### src/rtl/wide_exec_seq_if.sv
// Bus between the 16-bit execute sequencer, its controller and the 8-bit ALU.
// The slave side is the sequencer; the master side is the controller plus ALU.
interface wide_exec_seq_if;
    logic        start;
    logic [2:0]  op;
    logic [15:0] a;
    logic [15:0] b;
    logic        sc_in;
    logic [7:0]  alu_a;
    logic [7:0]  alu_b;
    logic [2:0]  alu_op;
    logic        alu_sc_in;
    logic [7:0]  alu_out;
    logic        alu_sc_out;
    logic        alu_zero;
    logic [15:0] result;
    logic        carry;
    logic        zero16;
    logic        busy;
    logic        done;

    modport slave (
        input  start, op, a, b, sc_in, alu_out, alu_sc_out, alu_zero,
        output alu_a, alu_b, alu_op, alu_sc_in, result, carry, zero16, busy, done
    );

    modport master (
        output start, op, a, b, sc_in, alu_out, alu_sc_out, alu_zero,
        input  alu_a, alu_b, alu_op, alu_sc_in, result, carry, zero16, busy, done
    );
endinterface

### src/rtl/wide_exec_seq.sv
// Two-pass 16-bit execute sequencer: drives an 8-bit ALU once per byte, chaining
// the carry/shift bit between passes, and returns a registered 16-bit result.
module wide_exec_seq (
    input  logic            clk_i,
    input  logic            rst_ni,
    wide_exec_seq_if.slave  bus
);
    localparam logic [2:0] OP_ADD = 3'b000;
    localparam logic [2:0] OP_LSH = 3'b001;
    localparam logic [2:0] OP_RSH = 3'b010;
    localparam logic [2:0] OP_NOP = 3'b111;

    typedef enum logic [1:0] {S_IDLE, S_FIRST, S_SECOND} state_t;

    state_t      state_q, state_d;
    logic [15:0] op_a_q, op_b_q;
    logic [2:0]  op_r_q;
    logic        c_q, msw_first_q, z1_q;
    logic [15:0] res_q;
    logic [15:0] result_q;
    logic        carry_q, zero16_q, done_q;
    logic        chained;
    logic        hi_sel;

    assign chained = (op_r_q == OP_ADD) || (op_r_q == OP_LSH) || (op_r_q == OP_RSH);
    // Byte under work: FIRST takes the MSB only for right shifts, SECOND takes the other one.
    assign hi_sel  = (state_q == S_FIRST) ? msw_first_q : ~msw_first_q;

    always_comb begin
        state_d       = state_q;
        bus.alu_a     = 8'h00;
        bus.alu_b     = 8'h00;
        bus.alu_op    = OP_NOP;
        bus.alu_sc_in = 1'b0;
        case (state_q)
            S_IDLE: begin
                if (bus.start) state_d = S_FIRST;
            end
            S_FIRST, S_SECOND: begin
                bus.alu_a     = hi_sel ? op_a_q[15:8] : op_a_q[7:0];
                bus.alu_b     = hi_sel ? op_b_q[15:8] : op_b_q[7:0];
                bus.alu_op    = op_r_q;
                bus.alu_sc_in = chained & c_q;
                state_d       = (state_q == S_FIRST) ? S_SECOND : S_IDLE;
            end
            default: state_d = S_IDLE;
        endcase
    end

    always_ff @(posedge clk_i or negedge rst_ni) begin
        if (!rst_ni) begin
            state_q <= S_IDLE;
        end else begin
            state_q <= state_d;
        end
    end

    always_ff @(posedge clk_i or negedge rst_ni) begin
        if (!rst_ni) begin
            op_a_q      <= 16'h0000;
            op_b_q      <= 16'h0000;
            op_r_q      <= 3'b000;
            c_q         <= 1'b0;
            msw_first_q <= 1'b0;
            z1_q        <= 1'b0;
            res_q       <= 16'h0000;
            result_q    <= 16'h0000;
            carry_q     <= 1'b0;
            zero16_q    <= 1'b0;
            done_q      <= 1'b0;
        end else begin
            done_q <= 1'b0;
            case (state_q)
                S_IDLE: begin
                    if (bus.start) begin
                        op_a_q      <= bus.a;
                        op_b_q      <= bus.b;
                        op_r_q      <= bus.op;
                        c_q         <= bus.sc_in;
                        msw_first_q <= (bus.op == OP_RSH);
                    end
                end
                S_FIRST: begin
                    if (hi_sel) res_q[15:8] <= bus.alu_out;
                    else        res_q[7:0]  <= bus.alu_out;
                    c_q  <= bus.alu_sc_out;
                    z1_q <= bus.alu_zero;
                end
                S_SECOND: begin
                    // The second byte is merged straight into the visible result.
                    result_q <= hi_sel ? {bus.alu_out, res_q[7:0]} : {res_q[15:8], bus.alu_out};
                    carry_q  <= bus.alu_sc_out;
                    zero16_q <= z1_q & bus.alu_zero;
                    done_q   <= 1'b1;
                end
                default: ;
            endcase
        end
    end

    assign bus.result = result_q;
    assign bus.carry  = carry_q;
    assign bus.zero16 = zero16_q;
    assign bus.busy   = (state_q != S_IDLE);
    assign bus.done   = done_q;
endmodule

### src/flat_wrapper.sv
// flat-port wrapper written by rule: the top's interface ports become plain ports
module wide_exec_seq_flat 
  (clk_i, rst_ni, bus_start, bus_op, bus_a, bus_b, bus_sc_in, bus_alu_out, bus_alu_sc_out, bus_alu_zero, bus_alu_a, bus_alu_b, bus_alu_op, bus_alu_sc_in, bus_result, bus_carry, bus_zero16, bus_busy, bus_done);
  wide_exec_seq_if bus_i ();
  input  logic clk_i;
  input  logic rst_ni;
  input wire logic [$bits(bus_i.start)-1:0] bus_start;
  input wire logic [$bits(bus_i.op)-1:0] bus_op;
  input wire logic [$bits(bus_i.a)-1:0] bus_a;
  input wire logic [$bits(bus_i.b)-1:0] bus_b;
  input wire logic [$bits(bus_i.sc_in)-1:0] bus_sc_in;
  input wire logic [$bits(bus_i.alu_out)-1:0] bus_alu_out;
  input wire logic [$bits(bus_i.alu_sc_out)-1:0] bus_alu_sc_out;
  input wire logic [$bits(bus_i.alu_zero)-1:0] bus_alu_zero;
  output wire logic [$bits(bus_i.alu_a)-1:0] bus_alu_a;
  output wire logic [$bits(bus_i.alu_b)-1:0] bus_alu_b;
  output wire logic [$bits(bus_i.alu_op)-1:0] bus_alu_op;
  output wire logic [$bits(bus_i.alu_sc_in)-1:0] bus_alu_sc_in;
  output wire logic [$bits(bus_i.result)-1:0] bus_result;
  output wire logic [$bits(bus_i.carry)-1:0] bus_carry;
  output wire logic [$bits(bus_i.zero16)-1:0] bus_zero16;
  output wire logic [$bits(bus_i.busy)-1:0] bus_busy;
  output wire logic [$bits(bus_i.done)-1:0] bus_done;
  assign bus_i.start = bus_start;
  assign bus_i.op = bus_op;
  assign bus_i.a = bus_a;
  assign bus_i.b = bus_b;
  assign bus_i.sc_in = bus_sc_in;
  assign bus_i.alu_out = bus_alu_out;
  assign bus_i.alu_sc_out = bus_alu_sc_out;
  assign bus_i.alu_zero = bus_alu_zero;
  assign bus_alu_a = bus_i.alu_a;
  assign bus_alu_b = bus_i.alu_b;
  assign bus_alu_op = bus_i.alu_op;
  assign bus_alu_sc_in = bus_i.alu_sc_in;
  assign bus_result = bus_i.result;
  assign bus_carry = bus_i.carry;
  assign bus_zero16 = bus_i.zero16;
  assign bus_busy = bus_i.busy;
  assign bus_done = bus_i.done;
  wide_exec_seq u_core (.clk_i(clk_i), .rst_ni(rst_ni), .bus(bus_i));
endmodule
### config.mk
export PLATFORM = sky130hd
export DESIGN_NAME = wide_exec_seq_flat
export DESIGN_NICKNAME = d
export VERILOG_FILES = /design/src/rtl/wide_exec_seq_if.sv /design/src/rtl/wide_exec_seq.sv /design/src/flat_wrapper.sv
export SDC_FILE = /design/constraint.sdc
export NUM_CORES = 1
export LEC_CHECK = 0
export ABC_CLOCK_PERIOD_IN_PS = 4550
export BUFFER_PORTS_ARGS = -buffer_cell sky130_fd_sc_hd__buf_4
export CAP_MARGIN = 20
export CORE_ASPECT_RATIO = 0.5
export CORE_MARGIN = 3
export CORE_UTILIZATION = 55
export CTS_CLUSTER_DIAMETER = 120
export DETAILED_ROUTE_END_ITERATION = 12
export GPL_ROUTABILITY_DRIVEN = 0
export PLACE_DENSITY_LB_ADDON = 0.05
export SETUP_SLACK_MARGIN = 0.05
export SYNTH_ARGS = -nofsm -noshare
export SYNTH_HDL_FRONTEND = slang
export SYNTH_SLANG_ARGS = --single-unit
### constraint.sdc
create_clock -name clk_i -period 4.55 [get_ports clk_i]
set_clock_uncertainty 0.2 [all_clocks]
set_input_delay 0.6825 -clock clk_i [delete_from_list [all_inputs] [get_ports clk_i]]
set_output_delay 0.6825 -clock clk_i [all_outputs]
set_load 0.1 [all_outputs]
==> PnR_summary.wiki, run 1 <==
{| class="wikitable"
! Metric !! Value
|-
| Antenna violations before repair || 0
|-
| Pin count of the biggest net entering global routing || 76
|-
| Post-synthesis cell count || roughly 250
|-
| Fin Setup TNS || 0 ns
|-
| Clock network latency to the later pin of the worst-skew pair || roughly 0.32 ns
|-
| CP endpoint kind || primary output
|-
| Average wire per cell in the routed design || about 15 um
|-
| Unrepaired setup endpoints after global routing || false
|-
| Die Y || 62.0 um
|-
| Fmax || 272 MHz
|-
| Vias per cell || 5.07
|-
| Hold Slack || 0.283 ns
|-
| Synthesized area divided by synthesized cell count || 13.6 um2
|-
| Clock tree from TritonCTS || built
|-
| Outcome || complete, no violations
|-
| Row cnt || 19
|-
| Category of the worst setup path launch point || flip-flop
|-
| Type of the worst setup path || reg2out
|-
| Reg2Reg Depth || 6
|-
| Total congestion overflow || 0
|-
| Post-synthesis share of cell area spent on and, or, nand and nor gates || 0.0657
|-
| Crit path required time || 3.67 ns
|-
| Boundary Pins || 89
|-
| Critical path peak fanout || 18
|-
| Data arrival time at the worst-slack endpoint || 2.80 ns
|-
| Clock Tree Root || sky130_fd_sc_hd__clkbuf_16
|-
| Post-synthesis mux area share || 0.297
|-
| Deepest level of the CTS H-tree || 3
|-
| Count of hold-fix buffers inserted at cts || 0
|-
| Final setup violating endpoints || 0
|-
| Placed Area || 4130 um2
|-
| Area of the die || 7310 um2
|-
| Maximum root-to-sink buffer count || 2
|-
| Number of violations reported at the end of detailed-routing iteration 0 || 132
|-
| Clock sink total || 75
|-
| Worst rel slew slack || 0.399
|-
| Post-CTS setup buffer count || 0
|-
| Die Span X || between 100 and 150 um
|-
| Startpoint of the worst register-to-register path || u_core.state_q[1]
|-
| Core area || 5750 um2
|-
| Post-Synthesis Cell Area || between 3000 and 4000 um2
|-
| Port Buf Inserts || 88
|-
| Distinct cells, synth || 21
|-
| Critical Path Source || u_core.state_q[1]
|-
| # nets final || approximately 400
|-
| Post-route design area || 4490 um2
|-
| Number of gates resized after CTS || 0
|-
| Share of synthesized cell area in full adder, half adder and majority cells || 0.0218
|-
| DR DRC count || 0
|-
| Inserted Clock Buffers || 9
|-
| Area added between synthesis and finish || 30.4%
|-
| Post-layout min period || 3.68 ns
|-
| Register area share after synthesis || 0.545
|-
| Post-detailed-route count of antenna-violating nets || 0
|-
| All-Layer GR Usage || 0.190
|-
| Number of max-cap violations || 0
|-
| Fillers || approximately 370
|-
| Xor/xnor share of the synthesized area || 0
|-
| Final number of max-transition violations || 0
|-
| Wire length of the first global-routing pass || just over 10000 um
|-
| Antenna diode count || 0
|-
| First-pass iteration count of the detailed router || 4
|-
| Total Wirelength || roughly 6600 um
|-
| Clock edge transition at the registers on the reported setup and hold paths || 0.05 ns
|-
| Ratio of final minimum period to clock period || 0.808
|-
| Class of the worst hold path || in2async
|-
| Number of endpoints with negative hold slack in the final report || 0
|-
| Yosys reg bits || between 70 and 80
|-
| Post-Syn Nets || 309
|-
| Number of global-route vias before repair || roughly 2100
|-
| Yosys synthesis warning count || 0
|-
| Effective utilization at floorplan || 0.599
|-
| Compound-gate portion of the synthesized area || 0.0378
|-
| Post-detail-place hpwl || between 4000 and 5000 um
|-
| Dominant combinational cell family by area after synthesis || multiplexers
|-
| Worst Tran Pin Value || about 0.90 ns
|-
| Fraction of layout instances using a drive strength above 1 || 0.465
|-
| Detailed-route via count || 2181
|}
==> synth_stat cells <==
master,instances,share of area
sky130_fd_sc_hd__buf_4,3,0.0065
sky130_fd_sc_hd__mux2i_1,32,0.093
sky130_fd_sc_hd__mux2_4,28,0.12
sky130_fd_sc_hd__buf_2,4,0.0058
sky130_fd_sc_hd__nor2b_1,16,0.029
sky130_fd_sc_hd__buf_6,3,0.0098
sky130_fd_sc_hd__nand3_1,1,0.0015
sky130_fd_sc_hd__nor2_1,17,0.019
sky130_fd_sc_hd__o2111ai_1,1,0.0025
sky130_fd_sc_hd__a21oi_1,16,0.023
sky130_fd_sc_hd__nand2b_1,5,0.0091
sky130_fd_sc_hd__ha_1,6,0.022
sky130_fd_sc_hd__o221ai_1,1,0.0025
sky130_fd_sc_hd__mux2_2,25,0.082
sky130_fd_sc_hd__dfrtp_1,75,0.54
sky130_fd_sc_hd__o21ai_0,5,0.0073
sky130_fd_sc_hd__nand2_1,4,0.0044
sky130_fd_sc_hd__clkbuf_1,4,0.0044
sky130_fd_sc_hd__inv_1,6,0.0065
sky130_fd_sc_hd__nand2_4,1,0.0033
sky130_fd_sc_hd__a211oi_1,1,0.0022
==> layout make-up <==
| cell class | count | area [um2] | share of cell area |
|---|---|---|---|
| Sequential cell | 75 | 1880 | 0.418 |
| Multi-Input combinational cell | 159 | 1460 | 0.325 |
| Timing Repair Buffer | 90 | 696 | 0.155 |
| Clock buffer | 12 | 256 | 0.0571 |
| Tap cell | 84 | 105 | 0.0234 |
| Clock inverter | 4 | 72.6 | 0.0162 |
| Inverter | 6 | 22.5 | 0.00502 |
==> registers in the layout, summed over array words and instances (netlist names) <==
name                count
u_core.bus.result      16
u_core.op_a_q          16
u_core.op_b_q          16
u_core.res_q           16
u_core.op_r_q           3
u_core.state_q          2
u_core.bus.carry        1
u_core.bus.done         1
u_core.bus.zero16       1
u_core.c_q              1
u_core.msw_first_q      1
u_core.z1_q             1
==> stage by stage <==
| step | instances | utilization | setup WS (ns) |
|---|---|---|---|
| 2_1_floorplan | 254 | - | 0.791 |
| 3_3_place_gp | 413 | 0.719 | 1.32 |
| 3_5_place_dp | 413 | 0.719 | 1.29 |
| 4_1_cts | 429 | 0.776 | 0.872 |
| 5_1_grt | 430 | 0.781 | 0.712 |
| 6_report | 430 | 0.781 | 0.872 |
==> worst paths after layout <==
path | end | slack [ns]
setup / recovery | bus_alu_b[5] | 0.87
hold / removal | u_core.res_q[11] | 0.28
setup reg to reg | u_core.bus.result[13] | 2.05
hold reg to reg | u_core.op_r_q[2] | 0.30
max in group asynchronous | u_core.op_b_q[8] | 3.28
min in group clk_i | u_core.op_r_q[2] | 0.30
==> kinds of logic after synthesis <==
| group | Yosys count |
|---|---|
| mux | 85 |
| flops | 75 |
| simple gates | 44 |
| compound gates | 24 |
| buf+inv | 20 |
| fa+ha+maj | 6 |
==> worst max-delay path, stage by stage, from the launching register on <==
cell and delay [ns]:
sky130_fd_sc_hd__dfrtp_1 0.35, sky130_fd_sc_hd__inv_1 0.09, sky130_fd_sc_hd__ha_1 0.27, sky130_fd_sc_hd__ha_2 0.73
sky130_fd_sc_hd__buf_4 0.38, sky130_fd_sc_hd__mux2i_1 0.31, sky130_fd_sc_hd__nor2b_1 0.09, sky130_fd_sc_hd__buf_4 0.24
==> cells in the final DEF (no fill, tap or decap) <==
cell type	netlist	layout
sky130_fd_sc_hd__nand2b_1	5	5
sky130_fd_sc_hd__clkinvlp_4	0	1
sky130_fd_sc_hd__ha_2	0	1
sky130_fd_sc_hd__o2111ai_1	1	1
sky130_fd_sc_hd__a21oi_1	16	16
sky130_fd_sc_hd__nor2_1	17	17
sky130_fd_sc_hd__mux2i_1	32	32
sky130_fd_sc_hd__dfrtp_1	75	75
sky130_fd_sc_hd__a211oi_2	0	1
sky130_fd_sc_hd__clkbuf_1	4	1
sky130_fd_sc_hd__nand2_4	1	1
sky130_fd_sc_hd__nor2b_1	16	16
sky130_fd_sc_hd__buf_4	3	89
sky130_fd_sc_hd__clkbuf_8	0	2
sky130_fd_sc_hd__mux2_4	28	28
sky130_fd_sc_hd__mux2_2	25	25
sky130_fd_sc_hd__inv_1	6	6
sky130_fd_sc_hd__nand2_1	4	4
sky130_fd_sc_hd__clkbuf_16	0	9
sky130_fd_sc_hd__o221ai_1	1	1
sky130_fd_sc_hd__buf_16	0	1
sky130_fd_sc_hd__clkinv_2	0	1
sky130_fd_sc_hd__nand3_1	1	1
sky130_fd_sc_hd__ha_1	6	5
sky130_fd_sc_hd__bufinv_16	0	2
sky130_fd_sc_hd__o21ai_0	5	5
==> per-layer routing <==
metal	track usage	share of wire	wire length [um]
met5	0	0	0
met4	0.0783	0.011	70
met3	0.0750	0.074	492
met2	0.312	0.47	3140
met1	0.234	0.44	2920
Power of run 1 is left out: the tool's default activity adds up to more than one toggle a clock period on the data nets, which glitch-free logic cannot reach.
==> run 2, diff against run 1 <==
- ABC_CLOCK_PERIOD_IN_PS: 4550 -> 3000
- CORE_UTILIZATION: 55 -> 48
- clock period: 4.55 -> 3 ns (I/O delays scaled with it)
==> run 2 against run 1 <==
Effect of this change:
- via count down 0.96%
- register-to-register slack worse by 1.3 ns
- utilization down 12 points
- first-iteration DRC count up 7.6%
- global-route usage down 1.9 points
- sequential share of layout area about the same
- die area up 13%
- wire length down 1.2%
- critical path type unchanged
==> PnR_summary.wiki, run 2 (same netlist as run 1, synthesis figures left out) <==
{| class="wikitable"
! Metric !! Value
|-
| Wire length of the first global-routing pass || 10800 um
|-
| Final critical-path setup slack || 0.153 ns
|-
| Core area || between 6000 and 7000 um2
|-
| Clock sink total || 75
|-
| Die Span X || between 100 and 150 um
|-
| CP endpoint kind || primary output
|-
| DR DRC count || 0
|-
| Port Buf Inserts || between 80 and 90
|-
| Outcome || complete, no violations
|-
| Post-detailed-route count of antenna-violating nets || 0
|-
| Inserted Clock Buffers || 9
|-
| Worst Tran Pin Value || 0.919 ns
|-
| Effective utilization at floorplan || 0.506
|-
| Maximum root-to-sink buffer count || 2
|-
| Area of the die || 8290 um2
|-
| Deepest level of the CTS H-tree || 3
|-
| Row cnt || 21
|-
| Clock Tree Root || sky130_fd_sc_hd__clkbuf_16
|-
| Number of global-route vias before repair || approximately 2100
|-
| Category of the worst setup path launch point || flip-flop
|-
| Vias per cell || 4.94
|-
| Number of violations reported at the end of detailed-routing iteration 0 || around 140
|-
| Total buffers and inverters traversed by the critical path || 2
|-
| Total Wirelength || 6540 um
|-
| Fmax || 351 MHz
|-
| Data arrival time at the worst-slack endpoint || 2.20 ns
|-
| Detailed-route via count || 2160
|-
| All-Layer GR Usage || 0.171
|-
| Number of max-cap violations || 0
|-
| # nets final || 396
|-
| Area added between synthesis and finish || 30.3%
|-
| Die Y || 65.9 um
|-
| Fraction of layout instances using a drive strength above 1 || 0.510
|-
| Pin count of the biggest net entering global routing || 76
|-
| Post-layout min period || 2.85 ns
|-
| Unrepaired setup endpoints after global routing || false
|-
| Antenna violations before repair || 0
|-
| Total congestion overflow || 0
|-
| Delay of the slowest cell on the worst path || about 0.50 ns
|-
| First-pass iteration count of the detailed router || 4
|-
| Final setup violating endpoints || 0
|-
| Worst rel slew slack || 0.387
|-
| Number of endpoints with negative hold slack in the final report || 0
|-
| Clock network latency to the later pin of the worst-skew pair || 0.33 ns
|-
| Crit path required time || approximately 2.4 ns
|-
| Boundary Pins || 89
|-
| Critical-path top delay cell || sky130_fd_sc_hd__ha_4
|-
| Type of the worst setup path || reg2out
|-
| Final number of max-transition violations || 0
|-
| Class of the worst hold path || in2async
|-
| Delay-heaviest family, CP || adder cells
|-
| Post-Place Worst Slack || between 0.2 and 0.3 ns
|-
| Average wire per cell in the routed design || roughly 15 um
|-
| Critical path peak fanout || 17
|-
| Clock edge transition at the registers on the reported setup and hold paths || 0.05 ns
|-
| Post-detail-place hpwl || 4360 um
|-
| Clock tree from TritonCTS || built
|-
| Core Util, Final || 0.660
|-
| Commonest non-fill, non-tap cells in the layout || sky130_fd_sc_hd__buf_4, sky130_fd_sc_hd__dfrtp_1, sky130_fd_sc_hd__mux2i_1
|-
| Cell-by-cell trace of the critical path || inv_1, ha_1, ha_4, mux2i_1, nor2b_2, buf_4
|-
| Commonest non-fill, non-tap cell in the layout || sky130_fd_sc_hd__buf_4
|-
| Antenna diode count || 0
|-
| Ratio of final minimum period to clock period || 0.949
|}
run 2: routing by layer:
layer / global-route usage / vias up / part of all wire
li1: - / 1048 / -
met1: 0.221 / 1039 / 0.46
met2: 0.257 / 63 / 0.44
met3: 0.0750 / 10 / 0.080
met4: 0.0602 / 0 / 0.012
met5: 0 / - / 0
run 2: path summary, 6_finish.rpt:
kind	cells after the start	to	slack, ns	from
setup / recovery	6	bus_alu_b[0]	0.15	u_core.state_q[1]
hold / removal	1	u_core.bus.result[4]	0.05	rst_ni
setup reg to reg	6	u_core.bus.result[0]	0.72	u_core.state_q[1]
hold reg to reg	1	u_core.op_r_q[2]	0.30	u_core.op_r_q[2]
max in group asynchronous	1	u_core.op_a_q[10]	1.95	rst_ni
min in group clk_i	2	u_core.op_b_q[1]	0.15	bus_b[1]
run 2: repair_timing:
action                     CTS  global route
setup endpoints to repair   16             0
gates resized for setup      1             0
setup buffers                0             0
hold buffers                 0             0
run 2: cell type report:
cell class,count,area (um2)
clock inverter,2,10.0
timing repair buffer,90,676
sequential,75,1880
multi-input combinational,159,1520
tap,92,115
fill,512,2320
inverter,6,22.5
clock buffer,13,270
run 2: worst register-to-register path: cells and delay by family, from the launching register on:
family	cells	cell delay, ns
buf+inv	2	0.45
flops	1	0.35
fa+ha+maj	2	0.81
mux	1	0.24
compound gates	1	0.10
run 2: per-stage QoR:
stage	area, um2	hold slack (ns)	TNS (ns)	cells
6_report	4490	0.0542	0	437
5_1_grt	4490	0.132	0	437
4_1_cts	4490	0.0952	0	437
3_5_place_dp	4200	0.287	0	422
3_3_place_gp	4200	0.282	0	422
2_1_floorplan	3500	-0.0456	-0.137	254
Power of run 2 is left out for the same reason.
==> run 3, diff against run 2 <==
- CORE_MARGIN: 3 -> default
- CORE_UTILIZATION: 48 -> 49
- CTS_BUF_LIST: default -> sky130_fd_sc_hd__clkbuf_8
- SKIP_CTS_REPAIR_TIMING: default -> 1
==> run 3 against run 2 <==
Effect of this change:
- critical path depth unchanged
- final area down 2.1%
- wire length up 2.0%
- critical path type unchanged
- highest routed layer unchanged
==> PnR_summary.wiki, run 3 (same netlist as run 1, synthesis figures left out) <==
{| class="wikitable"
! Metric !! Value
|-
| Outcome || complete, no violations
|-
| Number of endpoints with negative hold slack in the final report || 0
|-
| Antenna violations before repair || 0
|-
| Post-detailed-route count of antenna-violating nets || 0
|-
| Post-Place Worst Slack || approximately 0.28 ns
|-
| Commonest non-fill, non-tap cells in the layout || sky130_fd_sc_hd__buf_4, sky130_fd_sc_hd__dfrtp_1, sky130_fd_sc_hd__mux2i_1
|-
| Post-layout min period || ~2.8 ns
|-
| Clock Tree Root || sky130_fd_sc_hd__clkbuf_8
|-
| Class of the worst hold path || in2async
|-
| Routed wire length on met2 || 3120 um
|-
| Post-route design area || 4390 um2
|-
| Total congestion overflow || 0
|-
| Fmax || 353 MHz
|-
| Number of global-route vias before repair || 2164
|-
| Final number of max-transition violations || 0
|-
| Wire length of the first global-routing pass || between 10000 and 15000 um
|-
| Post-detail-place hpwl || 4480 um
|-
| Maximum root-to-sink buffer count || 2
|-
| Routed met1 length || 3000 um
|-
| Area of the die || 7390 um2
|-
| Ratio of final minimum period to clock period || 0.945
|-
| Number of violations reported at the end of detailed-routing iteration 0 || 90
|-
| Critical path peak fanout || 17
|-
| Fraction of layout instances using a drive strength above 1 || 0.512
|-
| Commonest non-fill, non-tap cell in the layout || sky130_fd_sc_hd__buf_4
|-
| Core Util, Final || 0.653
|-
| Storage cell area || 1880 um2
|-
| Placed Area || 4200 um2
|-
| DP Cell Count || 422
|-
| Average wire per cell in the routed design || 15.3 um
|-
| Die Span X || between 100 and 150 um
|-
| Register-to-register setup slack || about 0.73 ns
|-
| First-pass iteration count of the detailed router || 4
|-
| Boundary Pins || 89
|-
| Final setup violating endpoints || 0
|-
| Final critical-path setup slack || 0.166 ns
|-
| Core area || around 6700 um2
|-
| Die Y || 61.3 um
|-
| # nets final || 396
|-
| Vias per cell || ~5.1
|-
| Number of max-cap violations || 0
|-
| Delay of the slowest cell on the worst path || 0.51 ns
|-
| Reg2Reg Depth || 6
|-
| Port Buf Inserts || 88
|-
| Fillers || 549
|-
| Deepest level of the CTS H-tree || 3
|-
| Worst rel slew slack || 0.372
|-
| Total Wirelength || 6670 um
|-
| Data arrival time at the worst-slack endpoint || ~2.2 ns
|-
| Wire length on met3 || about 500 um
|-
| Type of the worst setup path || reg2out
|-
| Uppermost signal routing layer after detailed routing || met4
|-
| Final instance count without filler cells || 436
|-
| Startpoint of the worst register-to-register path || u_core.state_q[1]
|-
| Inserted Clock Buffers || 9
|-
| CP endpoint kind || primary output
|-
| Clock network latency to the later pin of the worst-skew pair || 0.34 ns
|-
| All-Layer GR Usage || 0.196
|-
| Area added between synthesis and finish || 27.5%
|-
| Clock tree from TritonCTS || built
|-
| Detailed-route via count || 2203
|-
| Clock sink total || 75
|-
| Cell-by-cell trace of the critical path || inv_1, ha_1, ha_4, mux2i_1, nor2b_2, buf_4
|-
| Area of combinational cells with multiple inputs || 1520 um2
|-
| Unrepaired setup endpoints after global routing || true
|-
| Crit path required time || 2.35 ns
|-
| Effective utilization at floorplan || 0.512
|-
| Category of the worst setup path launch point || flip-flop
|-
| Worst reg2reg endpoint || u_core.bus.result[8]
|-
| Clock edge transition at the registers on the reported setup and hold paths || around 0.070 ns
|-
| Pin count of the biggest net entering global routing || 76
|-
| Row cnt || 21
|-
| DR DRC count || 0
|-
| Worst Tran Pin Value || 0.942 ns
|-
| Antenna diode count || 0
|-
| Critical-path top delay cell || sky130_fd_sc_hd__ha_4
|}
[run 3: cell count changes in the layout (fill, tap and decap cells not counted), sizes merged]
cell,before,now
clkbuf,13,10
inv,6,7
bufinv,0,1
[run 3: through the flow]
step,setup TNS [ns],hold slack [ns]
finish,0,0.0538
global route,0,0.105
CTS,-1.27,0.0659
detailed placement,0,0.287
global placement,0,0.284
floorplan,-0.137,-0.0456
[run 3: worst max-delay path: cells and delay by family (launching register included)]
family                     cells  cell delay (ns)
adders and majority gates      2             0.80
buffers and inverters          2             0.38
DFF                            1             0.35
and+or+nand+nor                1             0.15
muxes                          1             0.14
[run 3: final cells by class]
class / count / share of cell area
Sequential cell: 75 / 0.427
Multi-Input combinational cell: 159 / 0.346
Timing Repair Buffer: 90 / 0.154
Clock buffer: 10 / 0.0313
Tap cell: 92 / 0.0262
Clock inverter: 4 / 0.00997
Inverter: 6 / 0.00513
[run 3: metal layers]
| metal | track usage | up-vias |
|---|---|---|
| met5 | 0 | - |
| met4 | 0.0794 | 0 |
| met3 | 0.0815 | 10 |
| met2 | 0.313 | 61 |
| met1 | 0.244 | 1087 |
| li1 | - | 1045 |
[run 3: worst max path at each step]
stage | startpoint | end | slack [ns] | cells past startpoint
finish | u_core.state_q[1] | bus_alu_b[4] | 0.17 | 6
detailed placement | u_core.state_q[1] | bus_alu_b[4] | 0.28 | 6
global placement | u_core.state_q[1] | bus_alu_b[4] | 0.32 | 6
CTS | u_core.state_q[1] | bus_alu_b[4] | -0.12 | 6
floorplan | u_core.state_q[0] | bus_alu_sc_in | -0.14 | 4
global route | u_core.state_q[1] | bus_alu_b[4] | 0.04 | 6
Power of run 3 is left out for the same reason.
